### config.mk
export PLATFORM = sky130hd
export DESIGN_NAME = mem_read_arbiter_flat
export DESIGN_NICKNAME = d
export VERILOG_FILES = /design/src/rtl/mem_read_arbiter_pkg.sv /design/src/rtl/mem_read_arbiter_if.sv /design/src/rtl/mem_read_arbiter_rr_pick.sv /design/src/rtl/mem_read_arbiter.sv /design/src/flat_wrapper.sv
export SDC_FILE = /design/constraint.sdc
export NUM_CORES = 1
export LEC_CHECK = 0
export BUFFER_PORTS_ARGS = -buffer_cell sky130_fd_sc_hd__buf_2
export CORE_UTILIZATION = 25
export CTS_BUF_LIST = sky130_fd_sc_hd__clkbuf_4 sky130_fd_sc_hd__clkbuf_8 sky130_fd_sc_hd__clkbuf_16
export DETAILED_ROUTE_END_ITERATION = 10
export GPL_TIMING_DRIVEN = 0
export PLACE_DENSITY = 0.66
export SLEW_MARGIN = 20
export SYNTH_ARGS = -nofsm -noshare
export SYNTH_HDL_FRONTEND = slang
export SYNTH_SLANG_ARGS = --single-unit
### constraint.sdc
create_clock -name clk -period 2.01 [get_ports clk]
set_clock_uncertainty 0.1 [all_clocks]
set_input_delay 0.3015 -clock clk [delete_from_list [all_inputs] [get_ports clk]]
set_output_delay 0.3015 -clock clk [all_outputs]
set_load 0.02 [all_outputs]
### src/rtl/mem_read_arbiter_pkg.sv
`default_nettype none
// ============================================================================
// Module      : mem_arb_pkg
// Description : Shared types and constants for the two-master memory read
//               arbiter (IC / DC refill sharing one read port).
// Revision    : 1.0 - initial release
// ============================================================================
package mem_arb_pkg;

    typedef enum logic [1:0] {
        ARB_IDLE = 2'd0,
        ARB_ADDR = 2'd1,
        ARB_DATA = 2'd2
    } arb_state_e;

    typedef enum logic {
        OWNER_ICACHE = 1'b0,
        OWNER_DCACHE = 1'b1
    } owner_e;

    localparam int ARB_ID_WIDTH = 4;

endpackage : mem_arb_pkg
`default_nettype wire

### src/rtl/mem_read_arbiter_if.sv
`default_nettype none
// ============================================================================
// Module      : mem_read_arbiter_if
// Description : Bundle of the IC, DC and memory read-channel signals around
//               the arbiter; slave = arbiter view, master = environment view.
// Revision    : 1.0 - initial release
// ============================================================================
interface mem_read_arbiter_if
    import mem_arb_pkg::*;
#(
    parameter int ADDR_WIDTH = 26,
    parameter int DATA_WIDTH = 32,
    parameter int LEN_WIDTH  = 8
);
    logic [ADDR_WIDTH-1:0]   ic_araddr;
    logic [LEN_WIDTH-1:0]    ic_arlen;
    logic                    ic_arvalid;
    logic                    ic_arready;
    logic [DATA_WIDTH-1:0]   ic_rdata;
    logic                    ic_rvalid;
    logic                    ic_rready;

    logic [ADDR_WIDTH-1:0]   dc_araddr;
    logic [LEN_WIDTH-1:0]    dc_arlen;
    logic                    dc_arvalid;
    logic                    dc_arready;
    logic [DATA_WIDTH-1:0]   dc_rdata;
    logic                    dc_rvalid;
    logic                    dc_rready;

    logic [ADDR_WIDTH-1:0]   mem_araddr;
    logic [LEN_WIDTH-1:0]    mem_arlen;
    logic [ARB_ID_WIDTH-1:0] mem_arid;
    logic                    mem_arvalid;
    logic                    mem_arready;
    logic [DATA_WIDTH-1:0]   mem_rdata;
    logic                    mem_rvalid;
    logic                    mem_rready;

    modport slave (
        input  ic_araddr, ic_arlen, ic_arvalid, ic_rready,
        input  dc_araddr, dc_arlen, dc_arvalid, dc_rready,
        input  mem_arready, mem_rdata, mem_rvalid,
        output ic_arready, ic_rdata, ic_rvalid,
        output dc_arready, dc_rdata, dc_rvalid,
        output mem_araddr, mem_arlen, mem_arid, mem_arvalid, mem_rready
    );

    modport master (
        output ic_araddr, ic_arlen, ic_arvalid, ic_rready,
        output dc_araddr, dc_arlen, dc_arvalid, dc_rready,
        output mem_arready, mem_rdata, mem_rvalid,
        input  ic_arready, ic_rdata, ic_rvalid,
        input  dc_arready, dc_rdata, dc_rvalid,
        input  mem_araddr, mem_arlen, mem_arid, mem_arvalid, mem_rready
    );

endinterface : mem_read_arbiter_if
`default_nettype wire

### src/rtl/mem_read_arbiter_rr_pick.sv
`default_nettype none
// ============================================================================
// Module      : mem_rr_pick
// Description : Combinational 2-way round-robin pick; the last-grant pointer
//               is held by the parent.
// Revision    : 1.0 - initial release
// ============================================================================
module mem_rr_pick (
    input  wire logic [1:0] req,
    input  wire logic       last_grant,
    input  wire logic       fixed_prio,
    output logic            gnt_valid,
    output logic            gnt_idx
);

    always_comb begin
        gnt_valid = |req;
        gnt_idx   = 1'b0;
        case (req)
            2'b01:   gnt_idx = 1'b0;
            2'b10:   gnt_idx = 1'b1;
            // Tie: favour whoever did not win last time, unless IC is pinned.
            2'b11:   gnt_idx = fixed_prio ? 1'b0 : ~last_grant;
            default: gnt_idx = 1'b0;
        endcase
    end

endmodule : mem_rr_pick
`default_nettype wire

### src/rtl/mem_read_arbiter.sv
`default_nettype none
// ============================================================================
// Module      : mem_read_arbiter
// Description : Burst-granular arbiter sharing one memory read port between
//               the IC and DC refill masters (round-robin or fixed priority).
// Revision    : 1.0 - initial release
// ============================================================================
module mem_read_arbiter
    import mem_arb_pkg::*;
#(
    parameter int ADDR_WIDTH = 26,
    parameter int DATA_WIDTH = 32,
    parameter int LEN_WIDTH  = 8,
    parameter int FIXED_PRIO = 0
) (
    input  wire logic        clk,
    input  wire logic        rst,
    mem_read_arbiter_if.slave bus,
    output logic             owner,
    output logic             busy,
    output logic             err_spurious_r
);

    arb_state_e            state_q,      state_d;
    owner_e                owner_q,      owner_d;
    owner_e                last_grant_q, last_grant_d;
    logic [ADDR_WIDTH-1:0] addr_q,       addr_d;
    logic [LEN_WIDTH-1:0]  len_q,        len_d;
    logic [LEN_WIDTH-1:0]  beats_left_q, beats_left_d;
    logic                  err_q,        err_d;

    logic gnt_valid;
    logic gnt_idx;

    logic ic_arready_w, dc_arready_w;
    logic ic_rvalid_w,  dc_rvalid_w;
    logic mem_arvalid_w, mem_rready_w;

    mem_rr_pick u_pick (
        .req        ({bus.dc_arvalid, bus.ic_arvalid}),
        .last_grant (last_grant_q == OWNER_DCACHE),
        .fixed_prio (FIXED_PRIO != 0),
        .gnt_valid  (gnt_valid),
        .gnt_idx    (gnt_idx)
    );

    always_ff @(posedge clk) begin
        if (rst) begin
            state_q      <= ARB_IDLE;
            owner_q      <= OWNER_ICACHE;
            last_grant_q <= OWNER_DCACHE;
            addr_q       <= '0;
            len_q        <= '0;
            beats_left_q <= '0;
            err_q        <= 1'b0;
        end else begin
            state_q      <= state_d;
            owner_q      <= owner_d;
            last_grant_q <= last_grant_d;
            addr_q       <= addr_d;
            len_q        <= len_d;
            beats_left_q <= beats_left_d;
            err_q        <= err_d;
        end
    end

    always_comb begin
        state_d       = state_q;
        owner_d       = owner_q;
        last_grant_d  = last_grant_q;
        addr_d        = addr_q;
        len_d         = len_q;
        beats_left_d  = beats_left_q;
        err_d         = err_q;
        ic_arready_w  = 1'b0;
        dc_arready_w  = 1'b0;
        ic_rvalid_w   = 1'b0;
        dc_rvalid_w   = 1'b0;
        mem_arvalid_w = 1'b0;
        mem_rready_w  = 1'b1;

        case (state_q)
            ARB_IDLE: begin
                if (bus.mem_rvalid) begin
                    err_d = 1'b1;
                end
                if (gnt_valid) begin
                    owner_d = owner_e'(gnt_idx);
                    addr_d  = gnt_idx ? bus.dc_araddr : bus.ic_araddr;
                    len_d   = gnt_idx ? bus.dc_arlen  : bus.ic_arlen;
                    state_d = ARB_ADDR;
                end
            end

            ARB_ADDR: begin
                mem_arvalid_w = 1'b1;
                if (bus.mem_rvalid) begin
                    err_d = 1'b1;
                end
                if (bus.mem_arready) begin
                    if (owner_q == OWNER_DCACHE) begin
                        dc_arready_w = 1'b1;
                    end else begin
                        ic_arready_w = 1'b1;
                    end
                    // A zero-length request still moves one beat.
                    beats_left_d = (len_q == '0) ? LEN_WIDTH'(1) : len_q;
                    state_d      = ARB_DATA;
                end
            end

            ARB_DATA: begin
                if (owner_q == OWNER_DCACHE) begin
                    mem_rready_w = bus.dc_rready;
                    dc_rvalid_w  = bus.mem_rvalid;
                end else begin
                    mem_rready_w = bus.ic_rready;
                    ic_rvalid_w  = bus.mem_rvalid;
                end
                if (bus.mem_rvalid && mem_rready_w) begin
                    beats_left_d = beats_left_q - LEN_WIDTH'(1);
                    if (beats_left_q == LEN_WIDTH'(1)) begin
                        state_d      = ARB_IDLE;
                        last_grant_d = owner_q;
                    end
                end
            end

            default: begin
                state_d = ARB_IDLE;
            end
        endcase
    end

    assign bus.ic_arready  = ic_arready_w;
    assign bus.dc_arready  = dc_arready_w;
    assign bus.ic_rvalid   = ic_rvalid_w;
    assign bus.dc_rvalid   = dc_rvalid_w;
    assign bus.ic_rdata    = bus.mem_rdata;
    assign bus.dc_rdata    = bus.mem_rdata;
    assign bus.mem_araddr  = addr_q;
    assign bus.mem_arlen   = len_q;
    assign bus.mem_arid    = {{(ARB_ID_WIDTH-1){1'b0}}, owner_q == OWNER_DCACHE};
    assign bus.mem_arvalid = mem_arvalid_w;
    assign bus.mem_rready  = mem_rready_w;

    assign owner           = (owner_q == OWNER_DCACHE);
    assign busy            = (state_q != ARB_IDLE);
    assign err_spurious_r  = err_q;

endmodule : mem_read_arbiter
`default_nettype wire

### src/flat_wrapper.sv
// flat-port wrapper written by rule: the top's interface ports become plain ports
module mem_read_arbiter_flat import mem_arb_pkg::*;
#(
    parameter int ADDR_WIDTH = 26,
    parameter int DATA_WIDTH = 32,
    parameter int LEN_WIDTH  = 8,
    parameter int FIXED_PRIO = 0
)
  (clk, rst, owner, busy, err_spurious_r, bus_ic_araddr, bus_ic_arlen, bus_ic_arvalid, bus_ic_rready, bus_dc_araddr, bus_dc_arlen, bus_dc_arvalid, bus_dc_rready, bus_mem_arready, bus_mem_rdata, bus_mem_rvalid, bus_ic_arready, bus_ic_rdata, bus_ic_rvalid, bus_dc_arready, bus_dc_rdata, bus_dc_rvalid, bus_mem_araddr, bus_mem_arlen, bus_mem_arid, bus_mem_arvalid, bus_mem_rready);
  mem_read_arbiter_if #(.ADDR_WIDTH(ADDR_WIDTH), .DATA_WIDTH(DATA_WIDTH), .LEN_WIDTH(LEN_WIDTH)) bus_i ();
  input  wire logic clk;
  input  wire logic rst;
  output logic owner;
  output logic busy;
  output logic err_spurious_r;
  input wire logic [$bits(bus_i.ic_araddr)-1:0] bus_ic_araddr;
  input wire logic [$bits(bus_i.ic_arlen)-1:0] bus_ic_arlen;
  input wire logic [$bits(bus_i.ic_arvalid)-1:0] bus_ic_arvalid;
  input wire logic [$bits(bus_i.ic_rready)-1:0] bus_ic_rready;
  input wire logic [$bits(bus_i.dc_araddr)-1:0] bus_dc_araddr;
  input wire logic [$bits(bus_i.dc_arlen)-1:0] bus_dc_arlen;
  input wire logic [$bits(bus_i.dc_arvalid)-1:0] bus_dc_arvalid;
  input wire logic [$bits(bus_i.dc_rready)-1:0] bus_dc_rready;
  input wire logic [$bits(bus_i.mem_arready)-1:0] bus_mem_arready;
  input wire logic [$bits(bus_i.mem_rdata)-1:0] bus_mem_rdata;
  input wire logic [$bits(bus_i.mem_rvalid)-1:0] bus_mem_rvalid;
  output wire logic [$bits(bus_i.ic_arready)-1:0] bus_ic_arready;
  output wire logic [$bits(bus_i.ic_rdata)-1:0] bus_ic_rdata;
  output wire logic [$bits(bus_i.ic_rvalid)-1:0] bus_ic_rvalid;
  output wire logic [$bits(bus_i.dc_arready)-1:0] bus_dc_arready;
  output wire logic [$bits(bus_i.dc_rdata)-1:0] bus_dc_rdata;
  output wire logic [$bits(bus_i.dc_rvalid)-1:0] bus_dc_rvalid;
  output wire logic [$bits(bus_i.mem_araddr)-1:0] bus_mem_araddr;
  output wire logic [$bits(bus_i.mem_arlen)-1:0] bus_mem_arlen;
  output wire logic [$bits(bus_i.mem_arid)-1:0] bus_mem_arid;
  output wire logic [$bits(bus_i.mem_arvalid)-1:0] bus_mem_arvalid;
  output wire logic [$bits(bus_i.mem_rready)-1:0] bus_mem_rready;
  assign bus_i.ic_araddr = bus_ic_araddr;
  assign bus_i.ic_arlen = bus_ic_arlen;
  assign bus_i.ic_arvalid = bus_ic_arvalid;
  assign bus_i.ic_rready = bus_ic_rready;
  assign bus_i.dc_araddr = bus_dc_araddr;
  assign bus_i.dc_arlen = bus_dc_arlen;
  assign bus_i.dc_arvalid = bus_dc_arvalid;
  assign bus_i.dc_rready = bus_dc_rready;
  assign bus_i.mem_arready = bus_mem_arready;
  assign bus_i.mem_rdata = bus_mem_rdata;
  assign bus_i.mem_rvalid = bus_mem_rvalid;
  assign bus_ic_arready = bus_i.ic_arready;
  assign bus_ic_rdata = bus_i.ic_rdata;
  assign bus_ic_rvalid = bus_i.ic_rvalid;
  assign bus_dc_arready = bus_i.dc_arready;
  assign bus_dc_rdata = bus_i.dc_rdata;
  assign bus_dc_rvalid = bus_i.dc_rvalid;
  assign bus_mem_araddr = bus_i.mem_araddr;
  assign bus_mem_arlen = bus_i.mem_arlen;
  assign bus_mem_arid = bus_i.mem_arid;
  assign bus_mem_arvalid = bus_i.mem_arvalid;
  assign bus_mem_rready = bus_i.mem_rready;
  mem_read_arbiter #(.ADDR_WIDTH(ADDR_WIDTH), .DATA_WIDTH(DATA_WIDTH), .LEN_WIDTH(LEN_WIDTH), .FIXED_PRIO(FIXED_PRIO)) u_core (.clk(clk), .rst(rst), .bus(bus_i), .owner(owner), .busy(busy), .err_spurious_r(err_spurious_r));
endmodule
[Word-level counts from Yosys, hierarchy flattened]
Cells that the tools add are included.
Operators by class
  add/sub/neg operators: 1
  $mul: 0
  div/mod/pow operators: 0
  $lt $le $gt $ge: 0
  eq/ne operators: 9
  shift-type cells: 0
  mux-type cells: 26
  bitwise gates (word level): 1
  reduce and logical (&&, ||, !) cells: 12
Operators with widths (number)
  $mux W8: 4
  $mux W26: 1
  $pmux W8 S2: 1
  $mux W1: 14
  $eq A8 B1 Y1 const B: 1
  $logic_not A8 Y1: 1
  $mux W2: 4
  $sub A8 B1 Y8 const B: 1
  $eq A2 B2 Y1 const B: 3
  $ne A2 B1 Y1 const B: 3
  $pmux W2 S3: 1
  $reduce_and A3 Y1: 2
  $reduce_and A2 Y1: 2
  $reduce_and A4 Y1: 1
  $reduce_bool A2 Y1: 2
  $reduce_or A2 Y1: 2
  $eq A2 B1 Y1 const B: 1
  $logic_not A2 Y1: 1
  $ne A2 B2 Y1 const B: 1
  $pmux W1 S2: 1
  $logic_and A1 B1 Y1: 1
  $not A1 Y1: 1
Word-level totals
  register bits: 47
  bits in latches: 0
  bits in writable memories: 0
  memory bits (read-only): 0
  output and inout port bits: 111
  logic and storage cells: 56
  memories kept: 0

[Longest topological paths before layout]
Gate-level depths: netlist of run 1.
  depth after elaboration: 5
  depth in mapped cells: 6

[Modules after synthesis]
Synthesis of run 1 repeated with hierarchy kept, for this count alone.
Unflattened totals
  cells, all modules: 326
  area total of the unflattened synthesis: 2842.7 µm²
Modules (own cells, without submodules)
  mem_read_arbiter: times used 1, cells an instance 323, area an instance 2825.2 µm², seq. area each 940.9 µm²
  mem_rr_pick: times used 1, cells an instance 3, area an instance 17.5 µm², seq. area each 0.0 µm²

[Least setup slack after synthesis of run 1]
Ideal clock, no wire load.
  kind: reg-to-reg
  start: reg u_core.owner_q, in the netlist u_core.owner
  end: reg u_core.beats_left_q[3]
  setup time: 0.071 ns
  arrival time: 1.378 ns
  required time: 1.839 ns
  path slack: 0.461 ns
  stages on the path, launching flop included: 6
  path buffers: 1
  period minus slack after synthesis: 1.549 ns
  path through: dfxtp_1 -> mux2i_1 -> o21a_2 -> buf_6 -> o21ai_0 -> a21oi_1
Between the ends
  cells in the longest elaborated chain, start to end: 5
RTL lines
  start, declared: RTL line mem_read_arbiter.sv:25  | owner_e owner_q, owner_d;
  start signal, assigned: RTL line mem_read_arbiter.sv:58  | owner_q <= owner_d;
  $mux W1: RTL line mem_read_arbiter.sv:113  | if (owner_q == OWNER_DCACHE) begin
  $mux W1: RTL line mem_read_arbiter.sv:82  | case (state_q)
  $logic_and A1 B1 Y1: RTL line mem_read_arbiter.sv:120  | if (bus.mem_rvalid && mem_rready_w) begin
  $ne A2 B1 Y1 (no line)
  $reduce_and A3 Y1 (no line)
  end signal, assigned: RTL line mem_read_arbiter.sv:62  | beats_left_q <= beats_left_d;
  end, declared: RTL line mem_read_arbiter.sv:29  | logic [LEN_WIDTH-1:0] beats_left_q, beats_left_d;
Every way passes these cells. The select of a mux whose other input is x is not followed.
A chain may end at the register's enable or synchronous reset.

[Worst setup path in the final report of run 1]
  start: reg u_core.owner_q, in the netlist u_core.owner
  end: out bus_mem_rready
Between the ends
  cells in the longest elaborated chain, start to end: 3
RTL lines
  $mux W1: RTL line mem_read_arbiter.sv:113
  $mux W1 (2 in a row): RTL line mem_read_arbiter.sv:82
  end, declared: RTL line flat_wrapper.sv:37  | output wire logic [$bits(bus_i.mem_rready)-1:0] bus_mem_rready;
Every way passes these cells. The select of a mux whose other input is x is not followed.

==> impl.org, run 1 <==
** Worst setup path
- Path depth of the worst reg2reg path :: 5
- The cell family contributing the most delay on the critical path is flip-flops.
- On the worst path, the slowest cell contributes a delay of between 0.4 and 0.5 ns.
- Arrival time reported for the critical path endpoint :: between 1 and 1.5 ns
- Setup slack on the worst reg-to-reg path comes out at between 0.2 and 0.25 ns.
- The critical path goes through mux2i_1, nand2_1, buf_2.
- Slowest-stage cell, CP :: sky130_fd_sc_hd__dfxtp_1
- Crit path capture :: bus_mem_rready
- The worst setup path is of the register to output port kind.
- Critical register-to-register path endpoint :: u_core.beats_left_q[5]
- The worst setup path is captured at an output port.
- The worst register-to-register path begins at u_core.owner.
- The number of buffers and inverters on the critical path is 1.
- Depth of the critical timing path with buffers and inverters included :: 3
- Of all nets on the critical path, the largest fanout is 7.
- STA classifies the critical path startpoint as a register.
- In this run the worst setup path begins at u_core.owner.
- For the worst setup path, the data required time is roughly 1.6 ns.

** Routing
- The count of nets left with antenna violations once routing finished came out at 0.
- After detailed routing, the met3 layer carries about 640 µm of wire.
- The highest metal layer carrying signal wires in the routed design is met4.
- In the routed layout, each cell is associated on average with a via count of around 4.4.
- Dividing the detail-routed wire length by the instance count gives 12.2 µm.
- After the first detailed-routing iteration, the DRC count stood at around 130.
- Before antenna repair, the detailed router went through 4 iterations.
- Total number of vias :: roughly 2900
- Summed over all layers, the routed wires come to 8.01 mm.
- Post-Route M1 WL :: between 3 and 4 mm
- Summed over all nets, wire length on met2 after detailed routing comes to ~4.0 mm.
- Detailed-route DRC error count :: 0

** Logic synthesis
- After synthesis, the largest area contributor takes up about 33% of total cell area.
- Synthesized area :: approximately 0.0028 mm²
- Fraction of the mapped netlist area in adder cells :: less than 1%
- Share of the synthesized area in compound gates (AO/OA/AOI/OAI) :: approximately 17%
- Synthesis handed over a netlist of ~330 instances.
- Yosys printed 0 warnings.
- Proportion of synthesized chip area in sequential cells :: between 30% and 40%
- Area share of xor/xnor cells in the synthesized design :: 0%
- Of the post-synthesis cell area, the part taken by muxes is between 10% and 20%.
- Synthesis instantiated 35 different standard cells from the library.
- Largest cells by area after synthesis :: sky130_fd_sc_hd__dfxtp_1 (33%), sky130_fd_sc_hd__buf_4 (18%), sky130_fd_sc_hd__mux2i_1 (12%)
- Avg Cell Area, Syn :: 8.67 µm²
- Simple-gate portion of the synthesized area :: between 10% and 20%
- Of all cell types, the one taking the most synthesized area is sky130_fd_sc_hd__dfxtp_1.
- In this run, synthesis produced a sequential element count of 47.
- Dominant combinational cell family by area after synthesis :: buffers and inverters

** GRT
- Entering global routing, the biggest net connects 13 pins.
- Overall overflow remaining after global route :: 0
- Global routing used 13.1% of the available tracks.
- The initial antenna violation count is 0.
- The first global-routing pass estimated around 12 mm of wire.
- The via count of the first global-routing pass is approximately 2500.

** Timing
- Slew headroom :: about 64%
- The number of slew-limit violations in the final report is 0.
- Final critical delay including setup and external delays :: ~1.9 ns
- Transition time of the tightest slew-check pin :: 0.537 ns
- Setup violations remaining at the end of the flow were counted as 0.
- Of the available clock period, the critical path in the final layout requires 93.4%.
- RSZ-0062 raised after global routing :: no
- Static timing analysis puts the maximum clock frequency at 0.533 GHz.
- For the final routed database, the setup TNS stands at 0 ns.
- Final Hold Vio Count :: 0

** Outcome
- The run finished with clean final reports.

** Clock network
- The clock reaches the later pin of the worst-skew pair after roughly 0.29 ns.
- Sinks on Clock Net :: 47
- CTS tree :: yes
- Clock tree synthesis inserted a total of 5 buffers.
- After clock tree synthesis, the setup repair step added 0 buffers.
- Hold repair after CTS inserted 0 buffers.
- The clock passes through at most 2 buffers.
- The cell sitting at the root of the clock tree is a sky130_fd_sc_hd__clkbuf_8.
- Post-cts gate resize count :: 0
- Number of levels the H-tree was split into :: 2
- After clock tree synthesis, the clock-pin slew on the worst setup and hold paths is roughly 0.080 ns.

** Floorplan
- DIE HEIGHT :: between 100 and 150 µm
- The total area inside the core boundary comes to around 0.011 mm².
- The initial utilization of the core area, before any placement, comes to roughly 26%.
- The die covers between 0.01 and 0.015 mm².
- For this design the top-level I/O count stands at approximately 220.
- The floorplan step set the die width to 108 µm.
- Number of placement rows :: 38

** Power
- Standby leakage power :: slightly below 2 nW
- Power density of the placed cells :: around 660 mW/mm²
- IR analysis of the VDD net gives a maximum drop of ~280 µV.

** Min path
- The worst hold path belongs to the class input port to register.

** Placement
- Summing all placed instances gives a cell area of roughly 0.0039 mm².
- IO Port Bufs :: ~180
- RePlAce Congestion :: about 0.76
- Detailed placement ended at an HPWL of around 6.6 mm.

** Finish
- Number of nets in the finished design :: around 630
- In the final layout, the share of cells above drive strength 1 is between 50% and 60%.
- Measured on the finished design, the core utilization comes to between 30 and 40%.
- Final non-filler cell area :: 0.00399 mm²
- The number of antenna diodes in the final layout is 0.
- Counting the fill cells in the layout gives about 1100.
- Compared with the post-synthesis result, the final layout area differs by 41.5%.

** Run
- Maxcap violations :: 0
tightest hold or removal path, cell delays in order:
cell and delay, ns:
sky130_fd_sc_hd__buf_2 0.09, sky130_fd_sc_hd__nand2b_1 0.09, sky130_fd_sc_hd__a21oi_1 0.06
state kept, by name, summed over array words and instances (netlist names):
| register | cells |
|---|---|
| u_core.owner | 1 |
| u_core.bus.mem_araddr | 26 |
| u_core.state_q | 2 |
| u_core.err_spurious_r | 1 |
| u_core.last_grant_q | 1 |
| u_core.beats_left_q | 8 |
| u_core.bus.mem_arlen | 8 |
metrics by stage:
step / setup WS (ns) / hold WS, ns / total power [mW] / std cells
detailed placement: 0.252 / 0.374 / 2.11 / 649
CTS: 0.124 / 0.190 / 2.65 / 655
floorplan: 0.461 / 0.346 / 1.77 / 327
finish: 0.133 / 0.191 / 2.62 / 655
global placement: 0.293 / 0.347 / 2.09 / 649
global route: 0.0320 / 0.191 / 2.78 / 655
kinds of logic (layout without fill, tap and decap cells):
family	count (synthesis)	in the layout
AO/OA/AOI/OAI	70	70
adder cells (fa/ha/maj)	2	2
buffers and inverters	94	282
flip-flops	47	47
multiplexers	35	35
other	1	3
AND/OR/NAND/NOR	76	76
area by class of cell:
class	instances	area, µm²	share of cell area [%]
Buffer	87	632	15.9
Clock buffer	6	76.3	1.91
Inverter	7	26.3	0.659
Multi-Input combinational cell	186	1220	30.7
Sequential cell	47	941	23.6
Tap cell	140	175	4.39
Timing Repair Buffer	182	911	22.8
how the worst min path moves through the flow:
| stage | from | end | slack (ns) | depth (start not counted) |
|---|---|---|---|---|
| after floorplan | bus_mem_rvalid | u_core.err_spurious_r | 0.35 | 2 |
| after global placement | u_core.err_spurious_r | u_core.err_spurious_r | 0.35 | 2 |
| after detailed placement | u_core.beats_left_q[7] | u_core.beats_left_q[7] | 0.37 | 2 |
| after CTS | bus_mem_rvalid | u_core.err_spurious_r | 0.19 | 3 |
| after global routing | bus_mem_arready | u_core.state_q[0] | 0.19 | 3 |
| final | bus_mem_arready | u_core.state_q[0] | 0.19 | 3 |
cells in the mapped netlist:
library cell and n:
sky130_fd_sc_hd__buf_4 69, sky130_fd_sc_hd__dfxtp_1 47, sky130_fd_sc_hd__nor2_1 46, sky130_fd_sc_hd__mux2i_1 35, sky130_fd_sc_hd__a211oi_1 34, sky130_fd_sc_hd__a21oi_1 14, sky130_fd_sc_hd__nand2_1 10, sky130_fd_sc_hd__buf_2 7
sky130_fd_sc_hd__inv_1 7, sky130_fd_sc_hd__o21ai_0 7, sky130_fd_sc_hd__clkbuf_1 6, sky130_fd_sc_hd__buf_6 5, sky130_fd_sc_hd__a21o_2 4, sky130_fd_sc_hd__nand3_1 4, sky130_fd_sc_hd__nand3b_1 3, sky130_fd_sc_hd__nor3_1 3
sky130_fd_sc_hd__ha_1 2, sky130_fd_sc_hd__nand2b_1 2, sky130_fd_sc_hd__nor2b_1 2, sky130_fd_sc_hd__nor3b_1 2, sky130_fd_sc_hd__nor4_1 2, sky130_fd_sc_hd__a211o_1 1, sky130_fd_sc_hd__a21boi_1 1, sky130_fd_sc_hd__a21o_1 1
sky130_fd_sc_hd__a21oi_2 1, sky130_fd_sc_hd__a22oi_1 1, sky130_fd_sc_hd__conb_1 1, sky130_fd_sc_hd__nor4_4 1, sky130_fd_sc_hd__nor4bb_1 1, sky130_fd_sc_hd__o211ai_1 1, sky130_fd_sc_hd__o21a_1 1, sky130_fd_sc_hd__o21a_2 1
sky130_fd_sc_hd__o311ai_0 1, sky130_fd_sc_hd__o31ai_1 1, sky130_fd_sc_hd__o32a_2 1
placed cells by master (no fill, tap or decap), drive strengths merged, types with 2 or more instances in the layout:
master,n
o21ai,7
o21a,2
nor2,46
nor3b,2
nor2b,2
a21o,5
buf,263
nand3,4
conb,3
inv,7
nor3,3
nand2,10
a211oi,34
nor4,3
ha,2
mux2i,35
clkbuf,12
nand3b,3
dfxtp,47
nand2b,2
a21oi,15
routing by layer:
layer / track usage [%] / up-vias
met1: 15.8 / 1288
met3: 2.71 / 6
met4: 3.33 / 0
li1: - / 1436
met2: 23.6 / 147
met5: 0 / -
report_power, final:
group	total, mW	leakage [nW]	internal [mW]	switching, mW
clock	0.542	0.0406	0.246	0.296
sequential	1.11	0.389	1.03	0.0773
combinational	0.965	1.55	0.412	0.553
total	2.62	1.98	1.69	0.927
No activity file was read; power rests on OpenSTA's default activity.
==> run 2, diff against run 1 <==
--- a/config.mk
+++ b/config.mk
@@ -6,11 +6,11 @@
 export NUM_CORES = 1
 export LEC_CHECK = 0
 export BUFFER_PORTS_ARGS = -buffer_cell sky130_fd_sc_hd__buf_2
-export CORE_UTILIZATION = 25
+export CORE_UTILIZATION = 40
 export CTS_BUF_LIST = sky130_fd_sc_hd__clkbuf_4 sky130_fd_sc_hd__clkbuf_8 sky130_fd_sc_hd__clkbuf_16
 export DETAILED_ROUTE_END_ITERATION = 10
 export GPL_TIMING_DRIVEN = 0
-export PLACE_DENSITY = 0.66
+export PLACE_DENSITY = 0.92
 export SLEW_MARGIN = 20
 export SYNTH_ARGS = -nofsm -noshare
 export SYNTH_HDL_FRONTEND = slang
==> impl.org, run 2 (synthesis gave the netlist of run 1 again) <==
** Timing
- The number of slew-limit violations in the final report is 0 (unchanged).
- Hold slack :: 0.175 ns (-0.0159 ns)
- The setup-violating endpoint count in the final report came to 0 (unchanged).
- The total negative slack came to 0 ns (unchanged).
- The minimum period implied by the final worst setup slack was 1.84 ns (-0.0386 ns).
- RSZ-0062 raised after global routing :: no
- The final critical-path share of the clock period came to 91.5% (-1.9 points).
- Final Hold Vio Count :: 0 (unchanged)
- The highest achievable clock rate is 0.544 GHz (+2.1%).

** GRT
- The remaining global-route overflow is 0 (unchanged).
- All-Layer GR Usage :: 20.0% (+6.9 points)
- The wire length of the first global-routing pass is 11.8 mm (-2.7%).
- The maximum number of pins on one net before global-route repair came to 15 (+2).
- The via count of the first global-routing pass was 2673 (+6.2%).
- The initial antenna violation count is 0 (unchanged).

** Routing
- WL final :: 7.62 mm (-4.9%)
- Initial DRC count :: 84 (-36%)
- Routed wire length per instance :: 12.4 µm (+1.6%)
- Detail-routed via count per cell :: 4.70 (+7.0%)
- The residual antenna-violating net count after detailed routing was 0 (unchanged).
- The total iterations of the first detailed-routing run is 4 (unchanged).
- Total number of vias :: 2882 (+0.17%)
- Detailed-route DRC error count :: 0 (unchanged)

** Floorplan
- Total die area :: 0.00738 mm² (-37%)
- The row count was 30 (-21%).
- The vertical die dimension was 85.9 µm (-21%).
- Effective utilization at floorplan :: 41.5% (+16 points)
- Total core area :: 0.00679 mm² (-38%)
- # IOs :: 219 (unchanged)
- The width of the die is 85.9 µm (-21%).

** Worst setup path
- Tracing the worst setup path back leads to its startpoint at u_core.owner.
- Crit path capture :: bus_mem_rready
- The critical path is of the register to output port type.
- Reg2Reg Launch Point :: u_core.owner
- Data required time at the worst endpoint :: 1.61 ns (about the same)
- The data arrival time at the worst-slack endpoint is 1.44 ns (-0.04 ns).
- The maximum fanout along the worst path was 7 (unchanged).
- The endpoint identified for the worst register-to-register timing path is u_core.beats_left_q[3].
- Path depth of the worst reg2reg path :: 5 (unchanged)
- R2R setup slack :: 0.27 ns (+0.05 ns)
- Capturing element type of the critical path :: output port
- The worst setup path is launched from a register.

** Clock network
- The cts-stage hold buffer count was 0 (unchanged).
- CTS tree :: yes
- The clock latency on the worst-skew pair was 0.29 ns (about the same).
- Sinks on Clock Net :: 47 (unchanged)
- The H-tree depth is 2 (unchanged).
- The buffer count from post-CTS setup fixing was 0 (unchanged).
- Post-cts gate resize count :: 0 (unchanged)
- The post-CTS clock slew at the launch and capture registers of the worst setup and hold paths was 0.09 ns (about the same).
- The maximum root-to-sink buffer count came to 2 (unchanged).
- Number of buffers created by CTS :: 5 (unchanged)
- The root buffer cell chosen for the clock tree is sky130_fd_sc_hd__clkbuf_8.

** Min path
- Hold Path Class :: input port to register
- The number of cells traversed by the worst hold path came to 3 (unchanged).

** Finish
- Flip-flop count of the largest register, all copies and words added :: 26 (unchanged)
- Fraction of final layout cells sized beyond drive strength 1 :: 54.0% (+0.18 points)
- Final antenna diode count :: 0 (unchanged)
- The library cell used most frequently in the layout, excluding fill and tap cells, is sky130_fd_sc_hd__buf_2.
- Top library cells by usage in the layout, fill and taps aside :: sky130_fd_sc_hd__buf_2 (189), sky130_fd_sc_hd__buf_4 (69), sky130_fd_sc_hd__dfxtp_1 (47), sky130_fd_sc_hd__nor2_1 (46), sky130_fd_sc_hd__mux2i_1 (35)
- Filler Cells Inserted :: 620 (-46%)
- Number of nets in the finished design :: 626 (unchanged)
- The area growth from synthesis to layout is 41.0%.

** Power
- The largest voltage drop on the vdd net was 421 µV (+53%).
- Power density of the placed cells :: 703 mW/mm² (+7.0%)
- Standby leakage power :: 2.00 nW (+1.0%)

** Placement
- IO Port Bufs :: 182 (unchanged)
- RePlAce Congestion :: 0.782 (+3.5%)
- Post-detailed-placement half-perimeter wirelength :: 6.21 mm (-5.9%)

** Run
- Maxcap violations :: 0 (unchanged)

** Outcome
- Result of the run :: finished, final reports clean
==> run 2: cell count changes in the layout (fill, tap and decap cells not counted) <==
| cell | before | now |
|---|---|---|
| sky130_fd_sc_hd__bufinv_16 | 0 | 1 |
| sky130_fd_sc_hd__clkbuf_4 | 1 | 0 |
| sky130_fd_sc_hd__clkbuf_8 | 5 | 6 |
| sky130_fd_sc_hd__clkinv_2 | 0 | 1 |
==> run 2: metal layers <==
metal	GRT usage (%)	wire length (µm)	vias up
met5	0	0	-
met4	5.61	85	0
met3	3.95	528	8
met2	38.4	3930	132
met1	22.3	3080	1311
li1	-	-	1431
==> run 2: power breakdown <==
part           internal, mW  leakage, nW  switching, mW
combinational         0.412         1.55          0.552
sequential             1.03        0.389         0.0773
clock                 0.403       0.0612          0.314
total                  1.85         2.00          0.944
==> run 2: layout make-up <==
class	count	area, µm²	share of cell area (%)
buffer	87	632	15.9
sequential	47	941	23.7
inverter	7	26.3	0.661
clock inverter	2	35.0	0.882
tap	96	120	3.02
clock buffer	6	82.6	2.08
timing repair buffer	182	911	22.9
multi-input combinational	186	1220	30.8
==> run 2: worst min-delay path by stage <==
stage / startpoint / to / slack [ns]
3_3_place_gp: u_core.err_spurious_r / u_core.err_spurious_r / 0.35
3_5_place_dp: u_core.err_spurious_r / u_core.err_spurious_r / 0.36
6_report: bus_mem_rvalid / u_core.err_spurious_r / 0.18
5_1_grt: bus_mem_arready / u_core.state_q[0] / 0.20
4_1_cts: bus_mem_rvalid / u_core.err_spurious_r / 0.18
2_1_floorplan: bus_mem_rvalid / u_core.err_spurious_r / 0.35
==> run 2: worst max-delay path: stages (launching register included) <==
cell	delay, ns
sky130_fd_sc_hd__dfxtp_1	0.48
sky130_fd_sc_hd__mux2i_1	0.39
sky130_fd_sc_hd__nand2_1	0.11
sky130_fd_sc_hd__buf_2	0.17
==> run 2: through the flow <==
step | instance area, µm² | worst slack [ns] | util, % | std cells | power, mW
global route | 3970 | 0.0468 | 58.5 | 613 | 2.95
floorplan | 2820 | 0.461 | - | 327 | 1.77
global placement | 3850 | 0.329 | 56.7 | 605 | 2.07
CTS | 3970 | 0.180 | 58.5 | 613 | 2.81
detailed placement | 3850 | 0.286 | 56.7 | 605 | 2.10
finish | 3970 | 0.172 | 58.5 | 613 | 2.79
